## src/rtl/sccb_master_cfg.sv

```systemverilog
// SCCB (camera control bus) master: register writes (burst) and single-byte reads.
module sccb_master_cfg #(
  parameter int         CLK_DIV    = 400,
  parameter logic [7:0] DEV_ID     = 8'h42,
  parameter int         ADDR_BYTES = 1,
  parameter int         CHECK_ACK  = 1,
  localparam int        ADDR_W     = 8 * ADDR_BYTES
) (
  input  logic              clk,
  input  logic              rst,
  input  logic              cmd_valid,
  output logic              cmd_ready,
  input  logic              cmd_rd,
  input  logic [ADDR_W-1:0] cmd_addr,
  input  logic [7:0]        cmd_len,
  input  logic [7:0]        wdata,
  output logic              wdata_req,
  output logic [7:0]        rdata,
  output logic              rdata_vld,
  output logic              done,
  output logic              ack_err,
  output logic              sclk,
  output logic              sio_out,
  output logic              sio_oe,
  input  logic              sio_in
);

  localparam int             CW    = $clog2(CLK_DIV);
  localparam logic [CW-1:0]  LAST  = CW'(CLK_DIV - 1);
  localparam logic [CW-1:0]  DRIVE = CW'(CLK_DIV / 4 - 1);
  localparam logic [CW-1:0]  HALF  = CW'(CLK_DIV / 2 - 1);
  localparam logic [CW-1:0]  SAMP  = CW'(3 * CLK_DIV / 4 - 1);

  typedef enum logic [2:0] {IDLE, START, BITS, STOP, RESTART} state_t;

  state_t            state, state_n;
  logic [CW-1:0]     cnt;
  logic [3:0]        bit_idx;
  logic [8:0]        byte_cnt;
  logic [8:0]        last_idx;
  logic              frame;
  logic              rd_r;
  logic [7:0]        len_r;
  logic [ADDR_W-1:0] addr_sh;
  logic [7:0]        wbuf;
  logic [7:0]        cur_byte;
  logic              sclk_r;
  logic              sio_r;
  logic              accept;
  logic              period_end;
  logic              read_byte;
  logic              addr_byte;
  logic              last_byte;
  logic              tx_bit;

  assign accept     = cmd_valid && cmd_ready;
  assign period_end = (cnt == LAST);
  assign read_byte  = frame && (byte_cnt == 9'd1);
  assign addr_byte  = !frame && (byte_cnt != 9'd0) && (byte_cnt <= 9'(ADDR_BYTES));
  assign last_byte  = (byte_cnt == last_idx);

  // Frame layout: index of the final byte in the current START..STOP segment
  always_comb begin
    last_idx = 9'(ADDR_BYTES) + {1'b0, len_r};
    if (frame)
      last_idx = 9'd1;
    else if (rd_r)
      last_idx = 9'(ADDR_BYTES);
  end

  // Byte currently on the wire and the bit to drive next
  always_comb begin
    cur_byte = wbuf;
    if (byte_cnt == 9'd0)
      cur_byte = frame ? (DEV_ID | 8'h01) : DEV_ID;
    else if (addr_byte)
      cur_byte = addr_sh[ADDR_W-1 -: 8];
    tx_bit = 1'b1;
    if (bit_idx != 4'd8 && !read_byte)
      tx_bit = cur_byte[~bit_idx[2:0]];
  end

  // State register
  always_ff @(posedge clk or posedge rst) begin
    if (rst)
      state <= IDLE;
    else
      state <= state_n;
  end

  // Next-state logic: every non-idle state lasts whole bit periods
  always_comb begin
    state_n = state;
    case (state)
      IDLE:    if (accept) state_n = START;
      START:   if (period_end) state_n = BITS;
      BITS:    if (period_end && bit_idx == 4'd8 && last_byte) state_n = STOP;
      STOP:    if (period_end) state_n = (!frame && rd_r) ? RESTART : IDLE;
      RESTART: if (period_end) state_n = START;
      default: state_n = IDLE;
    endcase
  end

  // Handshake, bus enable and completion strobes
  always_comb begin
    cmd_ready = (state == IDLE) && !rst;
    sclk      = sclk_r;
    sio_out   = sio_r;
    sio_oe    = (state != IDLE);
    if (state == BITS)
      sio_oe = (bit_idx == 4'd8) ? read_byte : !read_byte;
    wdata_req = (state == BITS) && (bit_idx == 4'd8) && (cnt == '0) && !rd_r &&
                (byte_cnt >= 9'(ADDR_BYTES)) && !last_byte;
    done      = (state == STOP) && period_end && (frame || !rd_r);
    rdata_vld = done && rd_r;
  end

  // Command capture, bit/byte sequencing, read shifter and ack monitor
  always_ff @(posedge clk or posedge rst) begin
    if (rst) begin
      cnt      <= '0;
      bit_idx  <= '0;
      byte_cnt <= '0;
      frame    <= 1'b0;
      rd_r     <= 1'b0;
      len_r    <= 8'd0;
      addr_sh  <= '0;
      wbuf     <= 8'd0;
      rdata    <= 8'd0;
      ack_err  <= 1'b0;
    end else begin
      if (state == IDLE || period_end)
        cnt <= '0;
      else
        cnt <= cnt + 1'b1;
      if (accept) begin
        rd_r     <= cmd_rd;
        addr_sh  <= cmd_addr;
        len_r    <= (cmd_len == 8'd0) ? 8'd1 : cmd_len;
        frame    <= 1'b0;
        byte_cnt <= '0;
        bit_idx  <= '0;
        ack_err  <= 1'b0;
      end
      if (wdata_req)
        wbuf <= wdata;
      if (state == BITS) begin
        if (cnt == SAMP) begin
          if (read_byte && bit_idx != 4'd8)
            rdata <= {rdata[6:0], sio_in};
          if (!read_byte && bit_idx == 4'd8 && CHECK_ACK != 0 && sio_in)
            ack_err <= 1'b1;
        end
        if (period_end) begin
          if (bit_idx == 4'd8) begin
            bit_idx  <= '0;
            byte_cnt <= byte_cnt + 9'd1;
            if (addr_byte)
              addr_sh <= addr_sh << 8;
          end else begin
            bit_idx <= bit_idx + 4'd1;
          end
        end
      end
      if (state == STOP && period_end && !frame && rd_r) begin
        frame    <= 1'b1;
        byte_cnt <= '0;
        bit_idx  <= '0;
      end
    end
  end

  // Registered SCL/SDA so the pins never glitch on counter decode
  always_ff @(posedge clk or posedge rst) begin
    if (rst) begin
      sclk_r <= 1'b1;
      sio_r  <= 1'b1;
    end else begin
      case (state)
        START: begin
          if (cnt == DRIVE) sio_r <= 1'b0;
          if (period_end) sclk_r <= 1'b0;
        end
        BITS: begin
          if (cnt == DRIVE) sio_r <= tx_bit;
          if (cnt == HALF) sclk_r <= 1'b1;
          if (period_end) begin
            sclk_r <= 1'b0;
            if (bit_idx == 4'd8 && last_byte) sio_r <= 1'b0;
          end
        end
        STOP: begin
          if (cnt == HALF) sclk_r <= 1'b1;
          if (cnt == SAMP) sio_r <= 1'b1;
        end
        default: begin
          sclk_r <= 1'b1;
          sio_r  <= 1'b1;
        end
      endcase
    end
  end

endmodule

```

## config.mk

```make
export PLATFORM = sky130hd
export DESIGN_NAME = sccb_master_cfg
export DESIGN_NICKNAME = d
export VERILOG_FILES = /design/src/rtl/sccb_master_cfg.sv
export SDC_FILE = /design/constraint.sdc
export NUM_CORES = 1
export LEC_CHECK = 0
export CORE_MARGIN = 2
export CORE_UTILIZATION = 50
export DETAILED_ROUTE_END_ITERATION = 7
export PLACE_DENSITY = 0.73
export SLEW_MARGIN = 20
export SYNTH_ARGS = -nofsm -noshare
export SYNTH_HDL_FRONTEND = slang
export SYNTH_SLANG_ARGS = --single-unit
export TNS_END_PERCENT = 100
```

## constraint.sdc

```tcl
create_clock -name clk -period 5.6 [get_ports clk]
set_input_delay 0.56 -clock clk [delete_from_list [all_inputs] [get_ports clk]]
set_output_delay 0.56 -clock clk [all_outputs]
set_load 0.01 [all_outputs]
```

Word level (Yosys, flattened, before mapping)
Index checks and enable logic that the tools add are counted.
- add/subtract/negate cells: 4
- div/mod/pow operators: 0
- eq/ne operators: 19
- bitwise logic cells: 1
- multiply operators: 0
- $lt $le $gt $ge: 3
- multiplexer cells: 50
- reduce and logical (&&, ||, !) cells: 40
- shift-type cells: 0
- operators by type and width (kind ; count):
    two-way mux 9 bit ; 8
    two-way mux 8 bit ; 8
    logical AND 1 bit ; 23
    two-way mux 4 bit ; 5
    two-way mux 1 bit ; 19
    adder 9 x 1 -> 9 bit (second input constant) ; 2
    equality test 9 bit (second input constant) ; 2
    logical NOT 9 bit ; 2
    two-way mux 3 bit ; 6
    one-hot mux 3 bit (5 select lines) ; 1
    inequality test 2 bit (second input constant) ; 6
    adder 1 x 8 -> 9 bit (first input constant) ; 1
    equality test 9 x 1 -> 1 bit (second input constant) ; 1
    equality test 9 x 7 -> 1 bit (second input constant) ; 1
    equality test 9 x 8 -> 1 bit (second input constant) ; 1
    equality test 9 bit ; 1
    >= comparator 9 x 1 -> 1 bit (second input constant) ; 1
    less-or-equal comparator 9 x 1 -> 1 bit (second input constant) ; 1
    nonzero test 9 bit ; 1
    logical NOT 8 bit ; 1
    equality test 3 x 2 -> 1 bit (second input constant) ; 2
    one-hot mux 1 bit (3 select lines) ; 2
    logical NOT 1 bit ; 5
    AND reduction 5 bit ; 1
    15 further kinds ; 16
- output and inout port bits: 16
- bits in registers: 62
- RAM bits: 0
- bits of input ports: 29
- latch bits: 0
- bits in read-only memories: 0
- memories kept: 0
- logic and storage cells: 130

Logic depth before layout (Yosys ltp)
- depth after elaboration: 12
- depth in mapped cells: 11
- mapped depth without buffers: 10

Worst setup path after synthesis
Ideal clock, no wire load.
- path kind: register to output
- start point: register cnt[0]
- end point: output rdata_vld
- data required time: 5040 ps
- path slack: 2800 ps
- buffers on the path: 0
- data arrival time: 2240 ps
- stages on the path, launching flop included: 8
- cells stage by stage: dfrtp_1 ha_1 nand3_1 nor4_1 nand2_1 or3_1 a21oi_1 and2_1
- longest elaborated chain between the ends: 4
- RTL lines (what ; RTL line ; RTL):
    start, declared ; 37 ; logic [CW-1:0] cnt;
    start signal, assigned ; 135 ; cnt <= cnt + 1'b1;
    equality test 9 bit ; 57 ; assign period_end = (cnt == LAST);
    logical AND 1 bit (2 in series) ; 114 ; done = (state == STOP) && period_end && (frame || !rd_r);
    via done ; 20 ; output logic done,
    logical AND 1 bit ; 115 ; rdata_vld = done && rd_r;
    end, declared ; 19 ; output logic rdata_vld,
The timed path passes the listed nets, and every way through them passes these cells.

Worst setup path in the final report
- start point: register cnt[0]
- end point: output rdata_vld
- longest elaborated chain between the ends: 4
- RTL lines (what ; RTL line):
    equality test 9 bit ; 57
    logical AND 1 bit (2 in series) ; 114
    logical AND 1 bit ; 115
Every way passes these cells.

==> flow_summary.toml <==
[floorplanning]
core_area_um2 = 7290
io_pins = 45
die_w_um = 91.0
start_util_pct = 51.9
rows = 31
dieArea_um2 = 8270
die_y_um = 91.0

[drt]
routedWlPerCell_um = 15.3
vias = 3097
drt_iter0_markers = 146
met3WireLength_um = 412
wl_met1_mm = 3.67
drtAntennaViolNets = 0
top_layer_used = "met4"
via_per_inst = 5.67
dr.pass1.iters = 4
wl_met2_mm = 4.12
routed_wl_mm = 8.34
drcViolationCount = 0

[placed_design]
place_hpwl_mm = 5.95
io_buffers = 44
placedCellCount = 530
placed_area_um2 = 4200
dp_slack_ps = 2170
gp_congestion = 0.861

[synth]
synthCells = 408
seq_area_frac_synth_pct = 41.1
synth_area_um2 = 3780
synth_edf_count = 0
yosys.area.top_type = "dfrtp_1"
synth_nets = 448
ys_ff_latch = 62
ys_types = 70
synthTopCellsByArea = "dfrtp_1 40%, nand2_1 6.1%, nor2_1 4.1%, ha_1 3.6%, mux2_4 3.2%"
synth_top_cell_area_share_pct = 39.7
ys_top_cells_by_count = "61 x nand2_1, 60 x dfrtp_1, 41 x nor2_1"
yosys_warnings = 0
yosys_most_used_dff = "dfrtp_1"
async_flop_share_pct = 100
yosysMostFrequentCell = "nand2_1"
syn_avg_cell_area_um2 = 9.27

[hold_path]
hold_class = "reg2reg"

[power]
peakVddDrop_mv = 0.141
leakagePower_nw = 1.87
power_density_nw_per_um2 = 211
power_mw = 0.927

[sta]
fin_tns_setup_ps = 0
period_needed_ps = 3790
maxSlewViolCount = 0
setup-violations-final = 0
tightest_slew_ps = 1020
skew_ps = 12.9
fin_ws_ps = 1810
post-route-period-util_pct = 67.7
rsz0062_at_grt = "false"
timing.slew.headroom_pct = 31.4
clock.fmax_mhz = 264
hold_violations = 0

[flow_run]
drv_cap = 0

[global_routing]
grt_pass1_wl_mm = 14.1
antenna_found_initial = 0
grt_pass1_vias = 2977
grt_use_total_pct = 21.0
overflow = 0
grt_max_degree = 63

[clock_tree]
cts_hold_buf = 0
clock_tree.root_cell = "clkbuf_8"
cts_sinks = 62
cts-resized-gates = 0
clock_latency_ps = 350
path_clk_slew_ps = 70
post_cts_buffers = 0
htree_num_levels = 3
clockBufferDepth = 2
numCtsBuffers = 9
cts_tree = "built"

[setup_path]
slowest_delay_ps = 670
critPathArrivalTime_ps = 3230
crit_chain = "ha_1 > nand3_1 > nor4_1 > nand2_1 > or3_1 > a21oi_1 > and2_1 > clkdlybuf4s50_1"
slowest_stage = "nor4_1"
critPathLaunchType = "flop"
critical-path-top-delay-family = "simple AND/OR/NAND/NOR gates"
cp.required_ps = 5040
cp_num_buf_inv = 1
cp-end-kind = "output port"
crit_type = "reg2out"
path_max_fanout = 5

[finish]
nets = 482
fin_cells = 546
areaGrowthSynthToFinish_pct = 16.3
antennaDiodeCount = 0
drive_gt1_share_pct = 12.1
fillers = 653
final_area_um2 = 4400

[status]
status = "completed"
## kinds of logic (layout without fill, tap and decap cells)
logic type	Yosys count	after routing	share of synthesized area, %
AO/OA/AOI/OAI	71	71	13.0
XOR/XNOR	17	17	3.94
adder cells (fa/ha/maj)	11	11	3.64
buffers and inverters	41	80	6.09
flip-flops	62	62	41.1
multiplexers	20	20	7.28
AND/OR/NAND/NOR	186	186	25.0
## area by class of cell
class,count,area (um2),area share (%)
Sequential cell,62,1550,35.3
Inverter,17,63.8,1.45
Tap cell,99,124,2.82
Multi-Input combinational cell,305,2000,45.4
Timing Repair Buffer,47,463,10.5
Clock inverter,7,73.8,1.68
Clock buffer,9,124,2.82
## worst paths after layout
check	from	to	slack (ps)	depth (start not counted)
worst max-delay path	cnt[0]	rdata_vld	1810	8
worst min register to register	ack_err	ack_err	490	1
min in group asynchronous	rst	addr_sh[0]	790	3
worst min-delay path	ack_err	ack_err	490	1
worst max register to register	len_r[0]	wbuf[0]	2460	8
max in group asynchronous	rst	len_r[7]	4320	3
## cells in the final DEF, fill, tap and decap left out, types with 4 or more instances in the layout
cell type / instances
mux2_4: 8
clkbuf_8: 9
xor2_1: 8
clkinvlp_4: 4
nand4_1: 7
a21oi_1: 22
nand2_1: 61
clkdlybuf4s50_1: 44
mux2_2: 8
dfrtp_1: 60
inv_1: 15
xnor2_1: 9
ha_1: 11
nand3_1: 12
or3_1: 6
nor4b_1: 5
nor4_1: 8
o21ai_0: 13
nor3_1: 15
nor2_1: 41
o211ai_1: 4
## sequential cells by signal (all words and copies together), names as in the netlist, 3 cells and up
register  flops
byte_cnt      9
cnt           9
state         3
bit_idx       4
addr_sh       8
wbuf          8
len_r         8
rdata         8
## where the power goes
part	internal, mW	switching, mW
registers	0.458	0.0146
clock network	0.206	0.187
logic	0.0362	0.0253
## routing by layer
layer	track usage, %	up-vias
li1	-	1511
met1	27.3	1495
met2	34.0	76
met3	6.06	15
met4	6.69	0
met5	0	-
## stage by stage
stage	hold slack, ps	utilization [%]
after global placement	476	57.6
after floorplan	476	-
final	492	60.3
after detailed placement	480	57.6
after global routing	526	60.3
after CTS	496	60.3
(Power assumes the default switching activity.)
